--- src/rtl/switch_irq_source.sv ---
// Switch-bank interrupt source: synchronises and debounces 8 switches, captures each new
// stable value and holds a level request for the core until it is acknowledged.
module switch_irq_source #(
   parameter int DEBOUNCE_CYCLES = 16,
   parameter int CNT_W           = 16
) (
   input  logic        clk,
   input  logic        Reset,
   input  logic [7:0]  SwitchInput,
   input  logic        IntAck,
   input  logic        RdEn,
   output logic        IntReq,
   output logic [15:0] SwitchData,
   output logic        Overrun,
   output logic [7:0]  Debounced
);

   localparam logic [CNT_W-1:0] CNT_LAST = CNT_W'(DEBOUNCE_CYCLES - 1);

   typedef enum logic [1:0] {
      ST_IDLE  = 2'd0,
      ST_REQ   = 2'd1,
      ST_ACKED = 2'd2
   } state_t;

   logic [7:0]       sync1_q, sync2_q;
   logic [7:0]       deb_q, deb_d;
   logic [CNT_W-1:0] cnt_q, cnt_d;
   logic             strobe_q, strobe_d;
   logic [7:0]       data_q, data_d;
   logic             ovr_q, ovr_d;
   logic             pend_q, pend_d;
   state_t           state_q, state_d;

   // The count restarts only when the synchronised input returns to the accepted value.
   function automatic logic [CNT_W-1:0] cnt_next(input logic differs,
                                                 input logic [CNT_W-1:0] cnt);
      if (!differs || cnt == CNT_LAST)
         return '0;
      return cnt + 1'b1;
   endfunction

   always_ff @(posedge clk or negedge Reset) begin
      if (!Reset) begin
         sync1_q <= '0;
         sync2_q <= '0;
      end else begin
         sync1_q <= SwitchInput;
         sync2_q <= sync1_q;
      end
   end

   always_comb begin
      deb_d    = deb_q;
      strobe_d = 1'b0;
      cnt_d    = cnt_next(sync2_q != deb_q, cnt_q);
      if (sync2_q != deb_q && cnt_q == CNT_LAST) begin
         deb_d    = sync2_q;
         strobe_d = 1'b1;
      end
   end

   always_ff @(posedge clk or negedge Reset) begin
      if (!Reset) begin
         deb_q    <= '0;
         cnt_q    <= '0;
         strobe_q <= 1'b0;
      end else begin
         deb_q    <= deb_d;
         cnt_q    <= cnt_d;
         strobe_q <= strobe_d;
      end
   end

   // Capture happens in every state; the FSM only decides request, pending and overrun.
   always_comb begin
      state_d = state_q;
      pend_d  = pend_q;
      data_d  = strobe_q ? deb_q : data_q;
      ovr_d   = RdEn ? 1'b0 : ovr_q;
      unique case (state_q)
         ST_IDLE: begin
            if (strobe_q || pend_q) begin
               state_d = ST_REQ;
               pend_d  = 1'b0;
            end
         end
         ST_REQ: begin
            if (IntAck) begin
               state_d = ST_ACKED;
               if (strobe_q)
                  pend_d = 1'b1;
            end else if (strobe_q) begin
               ovr_d = 1'b1;
            end
         end
         ST_ACKED: begin
            if (strobe_q)
               pend_d = 1'b1;
            if (!IntAck)
               state_d = ST_IDLE;
         end
         default: state_d = ST_IDLE;
      endcase
   end

   always_ff @(posedge clk or negedge Reset) begin
      if (!Reset) begin
         state_q <= ST_IDLE;
         pend_q  <= 1'b0;
         data_q  <= '0;
         ovr_q   <= 1'b0;
      end else begin
         state_q <= state_d;
         pend_q  <= pend_d;
         data_q  <= data_d;
         ovr_q   <= ovr_d;
      end
   end

   assign IntReq     = (state_q == ST_REQ);
   assign SwitchData = {8'h00, data_q};
   assign Overrun    = ovr_q;
   assign Debounced  = deb_q;

endmodule

--- config.mk ---
export PLATFORM = sky130hd
export DESIGN_NAME = switch_irq_source
export DESIGN_NICKNAME = d
export VERILOG_FILES = /design/src/rtl/switch_irq_source.sv
export SDC_FILE = /design/constraint.sdc
export NUM_CORES = 1
export LEC_CHECK = 0
export BUFFER_PORTS_ARGS = -buffer_cell sky130_fd_sc_hd__buf_2
export CORE_UTILIZATION = 50
export CTS_CLUSTER_DIAMETER = 50
export DETAILED_ROUTE_END_ITERATION = 7
export MAX_ROUTING_LAYER = met4
export PLACE_DENSITY = 0.69
export SLEW_MARGIN = 0
export SYNTH_ARGS = -nofsm -noshare
export SYNTH_HDL_FRONTEND = slang
export SYNTH_SLANG_ARGS = --single-unit
--- constraint.sdc ---
create_clock -name clk -period 2.09 [get_ports clk]
set_input_delay 0.209 -clock clk [delete_from_list [all_inputs] [get_ports clk]]
set_output_delay 0.209 -clock clk [all_outputs]
set_load 0.03 [all_outputs]
==> metrics.md <==
| Metric | Value |
|---|---|
| Synth Area in Adders | `3.39%` |
| Routed len/inst | `13.2 µm` |
| Die area | `0.00470 mm²` |
| Peak supply drop | `576 µV` |
| Critical path class | `reg -> reg` |
| Final setup viols | `0` |
| Antenna diode instance count | `0` |
| Clock Sink Count | `53` |
| Root Buffer | `clkbuf_8` |
| Drt drc | `0` |
| All-Layer GR Usage | `18.1%` |
| Max-slew violation count | `0` |
| Sequential element share of the synthesized area | `59.9%` |
| Seq. cell area | `0.00133 mm²` |
| Chip Width | `68.6 µm` |
| Pin count of the biggest net entering global routing | `54` |
| Clock tree buffer depth | `2` |
| Max Fclk | `554 MHz` |
| Most frequent cells in the layout | `dfrtp_1 (53), buf_2 (29), nor2_1 (22)` |
| Slew headroom | `57.3%` |
| Yosys reg bits | `53` |
| Total CTS buffers | `5` |
| RD Place Congestion | `0.877` |
| FF-to-FF Start | `cnt_q[0]` |
| Yosys warning count | `0` |
| Synth Area in Compound Gates | `1.98%` |
| Area of the multi-input gates | `808 µm²` |
| Antenna violations before repair | `0` |
| DRT iter0 DRCs | `57` |
| Vias/cell | `5.00` |
| Post-CTS Hold Buffers | `1` |
| Core Util, Final | `62.3%` |
| Total power | `3.15 mW` |
| Routed via count | `1334` |
| Critical R2R Capture | `Debounced[0]` |
| Place WS | `0.270 ns` |
| Status | `finished with violations` |
| Worst hold-check path type | `in -> async` |
| Simple-gate share of the synthesized area | `11.6%` |
| Final hold slack | `-0.00706 ns` |
| R2R setup slack | `0.28 ns` |
| Total grt overflow | `0` |
| Filler cells | `329` |
| Routed Antenna Nets | `0` |
| Critical path startpoint category | `flip-flop` |
| Site Rows | `23` |
| Crit-path max FO | `9` |
| PwrDens | `1230 mW/mm²` |
| Hold Vio Cnt, Final | `6` |
| Routed WL | `3520 µm` |
| Initial Utilization | `53.8%` |
| Post-synthesis mux area share | `9.49%` |
| DRT Pass-1 Iters | `4` |
| IO buf count | `29` |
| Syn_area_per_cell | `12.7 µm²` |
| Setup Skew | `0.0111 ns` |
| Layout area overhead | `15.7%` |
| Vias in the first global route | `1238` |
| Mapped Cells | `175` |
| Max-Cap Viols | `0` |
| Core box area | `0.00412 mm²` |
| Most common cell after layout, fill and taps aside | `dfrtp_1` |
| Post-layout minimum cycle time | `1.81 ns` |
| Post-CTS resize count | `0` |
| Post CTS Setup Buffer Count | `0` |
| Mapped Area | `0.00221 mm²` |
| Slew @ Worst Pin | `0.640 ns` |
| Synth cell types | `27` |
| First-pass GRT wire length | `5740 µm` |
| NumNets Final | `234` |
| Arr. time, crit path | `2.00 ns` |
| Worst endpoint required time | `2.29 ns` |
| Layout cell share with drive strength beyond 1 | `26.3%` |
| Lkg Pwr | `1.21 nW` |
| Largest family of logic cells by synthesized area | `simple AND/OR/NAND/NOR gates` |
| Dpl hpwl | `2460 µm` |
| DIE HEIGHT | `68.6 µm` |
| Fin worst setup slack | `0.284 ns` |
| Top-area cell type share of the netlist area | `59.9%` |
| Final Cycle Share | `86.4%` |
| RSZ-0062 raised after global routing | `false` |
| H-tree Lvls | `2` |
| I/O Pins | `38` |
| Cell taking the most area after synthesis | `dfrtp_1` |
| Failing checks | `hold timing` |
| CTS tree | `yes` |
| Clock-pin slew on the worst setup and hold paths | `0.09 ns` |
| R2R depth | `6` |
| Element type at the critical path end | `flip-flop` |
| Xor and xnor area share after synthesis | `8.70%` |
| Final setup TNS | `0 ns` |
| Worst skew pair latency | `0.30 ns` |
| Area contributors post-synth | `dfrtp_1 (60%), xnor2_1 (7.9%), mux2_4 (5.4%), mux2_2 (4.1%), nor2_1 (3.7%)` |
state kept, by name (all words and copies together), names as in the netlist:
register,cells
sync1_q,8
Debounced,8
cnt_q,16
state_q,2
pend_q,1
data_q,8
Overrun,1
strobe_q,1
sync2_q,8
cell usage after synthesis:
cell,number
conb_1,1
o21ai_1,1
a221oi_1,1
buf_4,8
nor4_2,1
dfrtp_1,53
xor2_1,2
xnor2_1,20
nor2b_1,1
mux2_4,8
nand4_2,1
a21oi_1,1
nand4_1,5
nor4_1,5
mux2_2,8
and3_1,1
clkbuf_1,1
o21ai_0,3
buf_6,1
nor3_1,5
nand3_1,6
nor2_1,22
ha_1,6
nand2_1,5
buf_2,1
o21ba_1,1
inv_1,7
how the worst max path moves through the flow:
stage               depth (start not counted)      from           end  slack [ns]
floorplan                                   6  cnt_q[0]  Debounced[0]        0.45
global placement                            6  cnt_q[0]  Debounced[2]        0.35
detailed placement                          6  cnt_q[0]  Debounced[0]        0.27
CTS                                         6  cnt_q[0]  Debounced[7]        0.27
global route                                6  cnt_q[0]  Debounced[6]        0.13
finish                                      6  cnt_q[0]  Debounced[0]        0.28
critical path, stage by stage (launching register included):
cell and delay, ns:
dfrtp_1 0.39, ha_1 0.21, and3_1 0.22, nand4_1 0.13, o21ba_1 0.25, buf_4 0.20, mux2_4 0.31
power breakdown:
part           switching (mW)  internal, mW  total, mW
clock                   0.309         0.359      0.668
sequential              0.238          1.24       1.48
combinational           0.569         0.429      0.998
layer usage:
metal | wire length (µm) | vias up | global-route usage (%)
met5 | 0 | - | -
met4 | 70 | 0 | 7.81
met3 | 124 | 6 | 5.43
met2 | 1790 | 28 | 29.2
met1 | 1540 | 650 | 21.0
li1 | - | 650 | -
cell type report:
cell class / count / area share, %
flip-flops and latches: 53 / 51.8
multi-input cells: 111 / 31.5
repair buffers: 38 / 8.89
clock buffers: 6 / 2.83
well taps: 50 / 2.44
clock inverters: 2 / 1.51
inverters: 7 / 1.03
metrics by stage:
stage | area [µm²] | instances
after floorplan | 2240 | 182
after global placement | 2390 | 253
after detailed placement | 2390 | 253
after CTS | 2510 | 262
after global routing | 2560 | 267
final | 2560 | 267
logic make-up (layout without fill, tap and decap cells):
| group | Yosys count | in the layout |
|---|---|---|
| compound gates | 7 | 7 |
| xor+xnor | 22 | 22 |
| fa+ha+maj | 6 | 6 |
| buf+inv | 18 | 53 |
| flops | 53 | 53 |
| mux | 16 | 16 |
| other cells | 1 | 8 |
| simple gates | 52 | 52 |
(Power assumes the default switching activity.)
